File: src/rtl/idex_stage_reg.sv
// idex_stage_reg: ID->EX pipeline register, one instruction slot.
// Valid/ready handshake with stall, flush and operand bypass applied at capture.
// Optional feature: define IDEX_FWD_EN to enable EX/MEM and MEM/WB operand bypass.
// Without it, the *_fwd_* ports remain on the module but are ignored.
module idex_stage_reg #(
   parameter int XLEN       = 32,
   parameter int REG_IDX_W  = 5,
   parameter int ALU_TYPE_W = 4
) (
   input  logic                  clk,
   input  logic                  rst,
   input  logic                  in_valid,
   output logic                  in_ready,
   input  logic                  flush,
   input  logic [ALU_TYPE_W-1:0] alu_type_in,
   input  logic [REG_IDX_W-1:0]  rs1_in,
   input  logic [REG_IDX_W-1:0]  rs2_in,
   input  logic [REG_IDX_W-1:0]  rd_in,
   input  logic [XLEN-1:0]       src1_in,
   input  logic [XLEN-1:0]       src2_in,
   input  logic                  imm_tag,
   input  logic [XLEN-1:0]       imm,
   input  logic                  wr_tag_in,
   input  logic                  ex_fwd_we,
   input  logic [REG_IDX_W-1:0]  ex_fwd_rd,
   input  logic [XLEN-1:0]       ex_fwd_data,
   input  logic                  wb_fwd_we,
   input  logic [REG_IDX_W-1:0]  wb_fwd_rd,
   input  logic [XLEN-1:0]       wb_fwd_data,
   output logic                  out_valid,
   input  logic                  out_ready,
   output logic [ALU_TYPE_W-1:0] alu_type,
   output logic [XLEN-1:0]       src1,
   output logic [XLEN-1:0]       src2_imm,
   output logic [REG_IDX_W-1:0]  rd,
   output logic                  wr_tag
);

   logic            capture;
   logic            consume;
   logic [XLEN-1:0] src1_sel;
   logic [XLEN-1:0] src2_sel;
   logic [XLEN-1:0] src2_imm_nxt;

   // The slot can take a new instruction when empty or when EX drains it this cycle.
   assign in_ready = !out_valid || out_ready;
   // A flush drops any instruction presented in the same cycle.
   assign capture  = in_valid && in_ready && !flush;
   assign consume  = out_valid && out_ready;

`ifdef IDEX_FWD_EN
   // Operand bypass: the younger EX/MEM result wins over MEM/WB; x0 is never bypassed.
   always_comb begin
      src1_sel = src1_in;
      src2_sel = src2_in;
      if (rs1_in != '0 && ex_fwd_we && ex_fwd_rd == rs1_in)
         src1_sel = ex_fwd_data;
      else if (rs1_in != '0 && wb_fwd_we && wb_fwd_rd == rs1_in)
         src1_sel = wb_fwd_data;
      if (rs2_in != '0 && ex_fwd_we && ex_fwd_rd == rs2_in)
         src2_sel = ex_fwd_data;
      else if (rs2_in != '0 && wb_fwd_we && wb_fwd_rd == rs2_in)
         src2_sel = wb_fwd_data;
   end
`else
   assign src1_sel = src1_in;
   assign src2_sel = src2_in;

   logic unused_fwd;
   assign unused_fwd = ^{rs1_in, rs2_in, ex_fwd_we, ex_fwd_rd, ex_fwd_data,
                         wb_fwd_we, wb_fwd_rd, wb_fwd_data};
`endif

   // The immediate replaces the second operand outright, so any rs2 bypass is ignored.
   assign src2_imm_nxt = imm_tag ? imm : src2_sel;

   // Slot occupancy and write-enable; flush and drain both leave a bubble that never writes.
   always_ff @(posedge clk) begin
      if (rst) begin
         out_valid <= 1'b0;
         wr_tag    <= 1'b0;
      end else if (flush) begin
         out_valid <= 1'b0;
         wr_tag    <= 1'b0;
      end else if (capture) begin
         out_valid <= 1'b1;
         wr_tag    <= wr_tag_in && (rd_in != '0);
      end else if (consume) begin
         out_valid <= 1'b0;
         wr_tag    <= 1'b0;
      end
   end

   // Payload loads only on capture; it holds through stall, drain and flush.
   always_ff @(posedge clk) begin
      if (rst) begin
         alu_type <= '0;
         src1     <= '0;
         src2_imm <= '0;
         rd       <= '0;
      end else if (capture) begin
         alu_type <= alu_type_in;
         src1     <= src1_sel;
         src2_imm <= src2_imm_nxt;
         rd       <= rd_in;
      end
   end

endmodule
File: config.mk
export PLATFORM = sky130hd
export DESIGN_NAME = idex_stage_reg
export DESIGN_NICKNAME = d
export VERILOG_FILES = /design/src/rtl/idex_stage_reg.sv
export SDC_FILE = /design/constraint.sdc
export NUM_CORES = 1
export LEC_CHECK = 0
export ABC_AREA = 1
export CAP_MARGIN = 20
export CELL_PAD_IN_SITES_DETAIL_PLACEMENT = 1
export CELL_PAD_IN_SITES_GLOBAL_PLACEMENT = 2
export CORE_MARGIN = 3
export CORE_UTILIZATION = 16
export DETAILED_ROUTE_END_ITERATION = 7
export GPL_TIMING_DRIVEN = 0
export PLACE_DENSITY_LB_ADDON = 0.1
export REMOVE_ABC_BUFFERS = 1
export SLEW_MARGIN = 20
export SYNTH_ARGS = -nofsm -noshare
export SYNTH_HDL_FRONTEND = slang
export SYNTH_SLANG_ARGS = --single-unit
File: constraint.sdc
create_clock -name clk -period 2.62 [get_ports clk]
set_input_delay 0.524 -clock clk [delete_from_list [all_inputs] [get_ports clk]]
set_output_delay 0.524 -clock clk [all_outputs]
set_load 0.01 [all_outputs]
==> results of run 1 <==
how the worst max path moves through the flow:
stage	end	slack (ns)	depth (start not counted)
detailed placement	src1[3]	-0.53	7
floorplan	src1[16]	0.70	6
finish	src1[29]	0.26	7
global placement	src1[20]	-0.91	4
global route	src1[11]	0.0007	7
CTS	src1[29]	0.20	7
cells in the final DEF, fill, tap and decap left out, drive strengths merged:
cell / count
clkdlybuf4s50: 186
nor2: 150
nand2: 104
dfxtp: 75
o21ai: 73
inv: 69
clkbuf: 9
bufinv: 3
clkinv: 3
buf: 3
a21boi: 1
nand3: 1
a21oi: 1
final cells by class:
type                            instances  share of cell area (%)
Clock buffer                            9                    3.95
Clock inverter                          6                    1.98
Inverter                               69                    4.57
Multi-Input combinational cell        330                    23.9
Sequential cell                        75                    26.3
Tap cell                              265                    5.82
Timing Repair Buffer                  189                    33.5
power by group:
group | total [mW] | internal (mW) | switching (mW)
sequential | 1.26 | 1.22 | 0.0389
clock | 1.44 | 0.929 | 0.509
combinational | 0.627 | 0.357 | 0.270
total | 3.32 | 2.51 | 0.818
critical path, delay by kind of cell:
| family | cells | cell delay [ns] |
|---|---|---|
| AND/OR/NAND/NOR | 4 | 0.69 |
| buffers and inverters | 3 | 1.31 |
kinds of logic after synthesis:
group | Yosys count
AOI/OAI and AO/OA | 75
buffers and inverters | 98
DFF | 75
and+or+nand+nor | 255
per-stage QoR:
step	setup TNS (ns)	cells
after floorplan	0	474
after global placement	-62.70	926
after detailed placement	-20.95	928
after CTS	0	943
after global routing	0	943
final	0	943
state kept, by name, indices dropped and copies added, names as in the netlist:
register   cells
alu_type       4
src2_imm      32
wr_tag         1
out_valid      1
src1          32
rd             5
routing by layer:
metal / track usage (%) / vias to the layer above / wire (um) / share of wire (%)
li1: - / 1838 / - / -
met1: 13.3 / 1514 / 5430 / 46
met2: 15.8 / 120 / 5010 / 43
met3: 4.16 / 9 / 1090 / 9.3
met4: 3.71 / 0 / 147 / 1.3
met5: 0 / - / 0 / 0
==> results.md, run 1 <==
- Sequential share of the synthesized area: 45.9%
- Max-cap viol count: 0
- Core ar.: approximately 20,000 um2
- RSZ-0062 raised after global routing: no
- Number of flops mapped to enable cells by yosys: 0
- Drt total wl: 11.7 mm
- Nets: about 870
- Num CTS Buffers: 9
- Cts repair resizes: 1
- Area Overhead vs Synth: 74.4%
- Fin. Hold Viols: 0
- XOR/XNOR Fraction of Synth Area: 0%
- Top cells by area, synth: dfxtp_1 46%, nor2_1 17%, nand2_1 12%, o21ai_0 10%, inv_1 7.7%
- Worst Setup SP: in_valid
- Crit path cell chain: clkdlybuf4s50_1 > inv_1 > nor2_4 > nand2_8 > inv_2 > nor2_1 > nor2_1
- Worst r2r src: out_valid
- Dpl ws: -0.527 ns
- Worst hold-check slack: approximately 0.48 ns
- Most common cell in the netlist: nor2_1
- RR Endpoint: src1[29]
- Reg2reg setup slack: ~0.65 ns
- Mux share of post-synthesis cell area: 0%
- Pwr Density: 583 nW/um2
- Post-cts hold buffer count: 0
- Die height: 149 um
- Share of layout cells above drive strength 1: 3.39%
- Rel. slew slack: approximately half
- Most used DFF post-synth: dfxtp_1
- Clock-pin transition on the worst setup and hold timing paths: 0.06 ns
- # clock sinks: 75
- Status: finished clean
- # Post-CTS Setup Buffers: 0
- Routed Antenna Nets: 0
- Die Wd: 149 um
- Top cells by count, synth: 149 x nor2_1, 102 x nand2_1, 75 x dfxtp_1, 67 x inv_1, 67 x o21ai_0
- Gr ovfl total: 0
- Area occupied by multi-input gates: ~1400 um2
- Fillers: 2,424
- GRT Total Usage: 10.4%
- Critical path class: in2reg
- Period utilisation layout: between 80% and 90%
- Clock skew: between 0.008 and 0.009 ns
- Mapped Cells: 503
- Wirelength per Cell: 12.4 um
- Hold path startpoint: rd[0]
- Clk_lat worst skew: 0.33 ns
- Post-route cell area: approximately 5700 um2
- Initial core utilization: 16.5%
- Crit path time final: 2.36 ns
- Hold endpoint: rd[0]
- # DRC: 0
- Antenna cells: 0
- CP endpoint kind: flip-flop
- Largest family of logic cells by synthesized area: simple AND/OR/NAND/NOR gates
- Final setup fails: 0
- WP data arrival: ~2.6 ns
- DR vias: 3,481
- TritonRoute pass-1 iters: 4
- Initial drt markers: 89
- Max IR drop VDD: ~240 uV
- Top cell type by total area after synthesis: dfxtp_1
- Synth Area in Compound Gates: 11.6%
- Library cells used by synthesis: 18
- CP Launch Type: primary input
- Area share of and/or/nand/nor cells after synthesis: approximately 30%
- TritonCTS clock tree: built
- CP required: 2.89 ns
- Area post-placement: 5350 um2
- Post-Synth Adder-Cell Area: 0%
- Initial antenna violation count: 0
- Worst-path maximum fanout: 106
- Setup WS post-layout: roughly 0.26 ns
- Avg Synthesized Cell Area: 6.50 um2
- Longest Clk Path Bufs: 2
- CP max stage cell: inv_2
- Vias per cell: 3.69
- Post-DP HPWL: 8.35 mm
- Synth top area share: ~46%
- Fin. max-slew vios: 0
- Synth Cell Area: 3270 um2
- Slowest stage delay, CP: 0.76 ns
- FP Rows: 51
- Global-route wire length before repair: around 18 mm
- Overall Power: 3.32 mW
- Io pins: between 200 and 300
- H-tree depth: 3
- Final core occ: 28.8%
- Die area: ~22,000 um2
- Synthesis-stage register bit count: 75
- Ys Warns: 0
- CP dominant cell by count: nor2_1
- Vias in the first global route: ~3,500
- Register cell area after layout: 1500 um2
- Clk root buf: clkbuf_16
- Hold/Removal Path Class: reg2reg
- Asr flop ratio synth: 0%
- Final Wtd Congestion: 0.689
- Largest net degree at the start of global routing: 107
- Buffers on Ports: ~190
- Hold Path Depth: 2
- Worst Tran Pin Value: 0.765 ns
- Reg2reg path depth: 5
- F_max: 424 MHz
- Leak Pwr: 2.47 nW
No activity file was read; power rests on OpenSTA's default activity.
==> run 2: changes to the inputs <==
--- a/config.mk
+++ b/config.mk
@@ -9,12 +9,12 @@
 export CAP_MARGIN = 20
 export CELL_PAD_IN_SITES_DETAIL_PLACEMENT = 1
 export CELL_PAD_IN_SITES_GLOBAL_PLACEMENT = 2
-export CORE_MARGIN = 3
 export CORE_UTILIZATION = 16
 export DETAILED_ROUTE_END_ITERATION = 7
 export GPL_TIMING_DRIVEN = 0
 export PLACE_DENSITY_LB_ADDON = 0.1
 export REMOVE_ABC_BUFFERS = 1
+export SETUP_SLACK_MARGIN = 0.4
 export SLEW_MARGIN = 20
 export SYNTH_ARGS = -nofsm -noshare
 export SYNTH_HDL_FRONTEND = slang
==> results.md, run 2 (synthesis results as in run 1) <==
- Routed Antenna Nets: 0 (unchanged)
- Num CTS Buffers: 9 (unchanged)
- TritonRoute pass-1 iters: 4 (unchanged)
- TritonCTS clock tree: built
- CP endpoint kind: output pin
- Largest net degree at the start of global routing: 60 (-44%)
- Buffers on Ports: 187 (unchanged)
- # DRC: 0 (unchanged)
- Buffers and inverters on the worst path: 3 (unchanged)
- Worst r2r src: out_valid
- Clk_lat worst skew: 0.34 ns (about the same)
- Period utilisation layout: 76.1% (-14 points)
- Post-cts hold buffer count: 0 (unchanged)
- H-tree depth: 3 (unchanged)
- CP endpoint: in_ready
- Max-cap viol count: 0 (unchanged)
- Crit path time final: 1.99 ns (-0.363 ns)
- Share of layout cells above drive strength 1: 3.68% (+0.28 points)
- WP data arrival: 1.47 ns (-1.16 ns)
- Max IR drop VDD: 268 uV (+14%)
- Worst Tran Pin Value: 0.454 ns (-0.311 ns)
- CP Launch Type: primary input
- Slowest stage delay, CP: 0.48 ns (-0.28 ns)
- Die height: 145 um (-2.7%)
- Initial drt markers: 85 (-4.5%)
- Nets: 873 (+0.11%)
- Post-route cell area: 5750 um2 (+0.83%)
- Fillers: 2,372 (-2.1%)
- Reg2reg setup slack: 1.05 ns (+0.40 ns)
- Post-DP HPWL: 8.07 mm (-3.4%)
- Vias per cell: 3.77 (+2.0%)
- Vias in the first global route: 3,507 (-0.057%)
- Gr ovfl total: 0 (unchanged)
- Biggest regs: src1 (32), src2_imm (32), rd (5)
- Area Overhead vs Synth: 75.8%
- GRT Total Usage: 11.1% (+0.76 points)
- CP max stage cell: clkdlybuf4s50_1
- Area occupied by multi-input gates: 1360 um2 (unchanged)
- Initial core utilization: 16.6% (+0.053 points)
- Worst Setup SP: out_ready
- Clock-pin transition on the worst setup and hold timing paths: 0.06 ns (about the same)
- Setup TNS: 0 ns (unchanged)
- Wirelength per Cell: 12.1 um (-2.6%)
- Initial antenna violation count: 1 (+1)
- Worst hold-check slack: 0.483 ns (-0.000695 ns)
- Global-route wire length before repair: 18.3 mm (-0.49%)
- Fin. Hold Viols: 0 (unchanged)
- FP Rows: 51 (unchanged)
- Drt total wl: 11.4 mm (-2.3%)
- Register cell area after layout: 1500 um2 (unchanged)
- RSZ-0062 raised after global routing: no
- Overall Power: 3.37 mW (+1.3%)
- F_max: 501 MHz (+18%)
- Reg2reg path depth: 6 (+1)
- RR Endpoint: src1[25]
- # clock sinks: 75 (unchanged)
- Most frequent cells in the layout: 185 x clkdlybuf4s50_1, 149 x nor2_1, 102 x nand2_1, 75 x dfxtp_1
- Leak Pwr: 2.49 nW (+0.72%)
- Critical path class: in2out
- Critical Path Stages: 4 (-3)
- Pwr Density: 586 nW/um2 (+0.42%)
- Final Wtd Congestion: 0.690 (+0.20%)
- Status: finished clean
- Die Wd: 145 um (-2.7%)
- Clk root buf: clkbuf_16
- Final setup fails: 0 (unchanged)
- Hold/Removal Path Class: reg2reg
- Worst-path maximum fanout: 4 (-96%)
- Area post-placement: 5380 um2 (+0.51%)
- Crit path cell chain: clkdlybuf4s50_1 > inv_1 > nand2_2 > dlygate4sd2_1
- Longest Clk Path Bufs: 2 (unchanged)
- CP required: 2.10 ns (-0.79 ns)
- Crit-path leading delay family: buffers and inverters
- Io pins: 274 (unchanged)
- Clock skew: 0.00751 ns (-0.00124 ns)
- Core ar.: 19,700 um2 (-0.32%)
- Die area: 21,000 um2 (-5.3%)
- DR vias: 3,562 (+2.3%)
- Most common cell after layout, fill and taps aside: clkdlybuf4s50_1
- Fin. max-slew vios: 0 (unchanged)
- Rel. slew slack: 69.7% (+21 points)
[run 2: cell types whose count changed in the layout (fill, tap and decap cells not counted)]
cell / before / now
clkinv_4: 1 / 2
inv_2: 1 / 0
clkbuf_8: 0 / 1
diode_2: 0 / 1
buf_16: 0 / 1
dlygate4sd2_1: 0 / 1
clkdlybuf4s50_1: 186 / 185
[run 2: worst min-delay path by stage]
stage,start,endpoint,cells after the start
after floorplan,alu_type[0],alu_type[0],2
after global placement,src1[3],src1[3],2
after detailed placement,src1[29],src1[29],2
after CTS,src1[16],src1[16],2
after global routing,src1[21],src1[21],2
final,src1[21],src1[21],2
[run 2: worst reg2reg max path, delay by kind of cell (launching register included)]
kind	cells	cell delay, ns
flip-flops	1	0.36
buffers and inverters	2	0.48
AND/OR/NAND/NOR	4	0.61
[run 2: final cells by class]
type / count / area share [%]
inverter: 69 / 4.61
multi-input combinational: 330 / 23.7
tap: 265 / 5.77
sequential: 75 / 26.1
antenna: 1 / 0.0435
timing repair buffer: 190 / 33.6
clock buffer: 10 / 4.16
clock inverter: 6 / 1.96
[run 2: repair_timing]
item                       in CTS  in global routing
resized for setup               2                  2
setup buffers                   0                  0
setup endpoints to repair      43                 42
[run 2: per-layer routing]
metal	track usage, %	part of all wire (%)
met1	13.4	45
met2	17.7	44
met3	4.21	9.9
met4	4.47	1.6
met5	0	0
[run 2: power breakdown]
part / switching (mW) / leakage, nW / internal [mW] / total, mW
registers: 0.0385 / 0.619 / 1.22 / 1.26
logic: 0.272 / 1.70 / 0.360 / 0.632
clock network: 0.517 / 0.173 / 0.959 / 1.48
total: 0.827 / 2.49 / 2.54 / 3.37
[run 2: per-stage QoR]
stage               util (%)  std cells  setup WS (ns)
global placement        27.0        926         -0.923
finish                  29.2        946          0.625
floorplan                  -        474          0.704
global route            29.1        945          0.452
detailed placement      27.3        929         -0.218
CTS                     29.1        945          0.402
==> run 3: changes to the inputs <==
--- a/config.mk
+++ b/config.mk
@@ -9,7 +9,7 @@
 export CAP_MARGIN = 20
 export CELL_PAD_IN_SITES_DETAIL_PLACEMENT = 1
 export CELL_PAD_IN_SITES_GLOBAL_PLACEMENT = 2
-export CORE_UTILIZATION = 16
+export CORE_UTILIZATION = 15
 export DETAILED_ROUTE_END_ITERATION = 7
 export GPL_TIMING_DRIVEN = 0
 export PLACE_DENSITY_LB_ADDON = 0.1
==> constraint.sdc (replaced) <==
create_clock -name clk -period 2.06 [get_ports clk]
set_input_delay 0.412 -clock clk [delete_from_list [all_inputs] [get_ports clk]]
set_output_delay 0.412 -clock clk [all_outputs]
set_load 0.01 [all_outputs]
==> results.md, run 3 (synthesis results as in run 1) <==
- Initial drt markers: 92 (+8.2%)
- Max IR drop VDD: 342 uV (+28%)
- Max-cap viol count: 0 (unchanged)
- Core ar.: 21,200 um2 (+7.6%)
- Initial antenna violation count: 0 (-1)
- Fin. max-slew vios: 0 (unchanged)
- Die height: 150 um (+3.2%)
- Reg2reg setup slack: 0.82 ns (-0.23 ns)
- Hold endpoint: alu_type[1]
- Area occupied by multi-input gates: 1400 um2 (+2.7%)
- CP required: 1.65 ns (-0.45 ns)
- Fillers: 2,577 (+8.6%)
- Longest Clk Path Bufs: 2 (unchanged)
- Area Overhead vs Synth: 81.2%
- Hold/Removal Path Class: reg2reg
- Final Wtd Congestion: 0.654 (-5.2%)
- Worst Tran Pin Value: 0.331 ns (-0.123 ns)
- H-tree depth: 3 (unchanged)
- Worst hold-check slack: 0.479 ns (-0.00342 ns)
- Drt total wl: 12.8 mm (+12%)
- Wirelength per Cell: 13.2 um (+9.8%)
- Die Wd: 150 um (+3.2%)
- RSZ-0062 raised after global routing: no
- Register cell area after layout: 1500 um2 (about the same)
- Final setup fails: 0 (unchanged)
- Hold path startpoint: alu_type[1]
- Period utilisation layout: 77.4%
- TritonRoute pass-1 iters: 4 (unchanged)
- Biggest regs: src1 (32), src2_imm (32), rd (5)
- # clock sinks: 75 (unchanged)
- Worst r2r src: out_valid
- Reg2reg path depth: 6 (unchanged)
- CP Launch Type: primary input
- Most common cell after layout, fill and taps aside: nor2_1
- Post-cts hold buffer count: 0 (unchanged)
- Nets: 884 (+1.3%)
- Clock-pin transition on the worst setup and hold timing paths: 0.06 ns (about the same)
- F_max: about 630 MHz
- Hold Path Depth: 2 (unchanged)
- Clk root buf: clkbuf_16
- Vias per cell: 3.74 (-0.78%)
- Die area: 22,400 um2 (+6.6%)
- RR Endpoint: rd[0]
- FP Rows: 53 (+3.9%)
- Antenna cells: 0 (-1)
- Rel. slew slack: 77.7% (+8.0 points)
- GRT Total Usage: 11.1% (-0.047 points)
- TritonCTS clock tree: built
- Clock skew: 0.00565 ns (-0.00186 ns)
- Crit path time final: 1.60 ns
- Leak Pwr: 3.25 nW (+31%)
- Vias in the first global route: 3,630 (+3.5%)
- # DRC: 0 (unchanged)
- Clk_lat worst skew: 0.34 ns (about the same)
- Fin. Hold Viols: 0 (unchanged)
- Critical path class: in2out
- Routed Antenna Nets: 0 (unchanged)
- Initial core utilization: 15.4% (-1.2 points)
- Largest net degree at the start of global routing: 49 (-18%)
- Io pins: 274 (unchanged)
- Dpl ws: -0.765 ns (-0.546 ns)
- DR vias: 3,609 (+1.3%)
- Buffers on Ports: 187 (unchanged)
- Gr ovfl total: 0 (unchanged)
- Share of layout cells above drive strength 1: 5.50% (+1.8 points)
- WP data arrival: 1.18 ns (-0.29 ns)
- Setup WS post-layout: 0.465 ns (-0.160 ns)
- Overall Power: 4.08 mW (+21%)
- Most frequent cells in the layout: 149 x nor2_1, 110 x clkdlybuf4s50_1, 102 x nand2_1, 74 x dfxtp_1, 67 x inv_1
- Global-route wire length before repair: 18.9 mm (+3.0%)
- Pwr Density: 688 nW/um2 (+18%)
- Status: finished clean
- CP endpoint kind: output pin
- Setup TNS: 0 ns (unchanged)
- Worst-path maximum fanout: 4 (unchanged)
- Post-DP HPWL: 8.39 mm (+4.0%)
- Num CTS Buffers: 9 (unchanged)
[run 3: worst max-delay path by stage]
stage	from	endpoint	cells past startpoint
2_1_floorplan	out_ready	src1[16]	6
3_3_place_gp	rst	src1[16]	4
3_5_place_dp	in_valid	src1[28]	8
4_1_cts	in_valid	src1[28]	8
5_1_grt	out_ready	in_ready	4
6_report	out_ready	in_ready	4
[run 3: area by class of cell]
| type | count | share of cell area (%) |
|---|---|---|
| Timing Repair Buffer | 199 | 35.1 |
| Sequential cell | 75 | 25.4 |
| Multi-Input combinational cell | 332 | 23.6 |
| Tap cell | 275 | 5.81 |
| Inverter | 69 | 4.86 |
| Clock buffer | 10 | 4.03 |
| Clock inverter | 6 | 1.20 |
[run 3: worst max-delay path, cell delays in order]
cell and delay, ns:
clkdlybuf4s50_1 0.47, inv_1 0.07, nand2_4 0.11, buf_6 0.11
[run 3: per-layer routing]
metal  up-vias  global-route usage, %  routed length [um]
met3        11                   4.24                1180
li1       1865                      -                   -
met4         0                   4.80                 235
met1      1607                   12.6                5530
met5         -                      0                   0
met2       126                   18.4                5850
[run 3: power by group]
group / switching, mW / internal, mW
registers: 0.0454 / 1.55
clock network: 0.694 / 0.985
logic: 0.369 / 0.433
[run 3: per-stage QoR]
stage | area, um2 | util [%] | instances
6_report | 5920 | 27.9 | 966
5_1_grt | 5920 | 27.9 | 966
4_1_cts | 5730 | 27.0 | 959
3_5_place_dp | 5390 | 25.4 | 939
3_3_place_gp | 5330 | 25.1 | 936
2_1_floorplan | 3110 | - | 474
[run 3: what timing repair did]
action | CTS | global route
endpoints found under the setup margin | 108 | 101
resized for setup | 52 | 40
cloned | 2 | 2
pin swaps | 2 | 3
buffers inserted | 2 | 5
hold endpoints to repair | 0 | 0
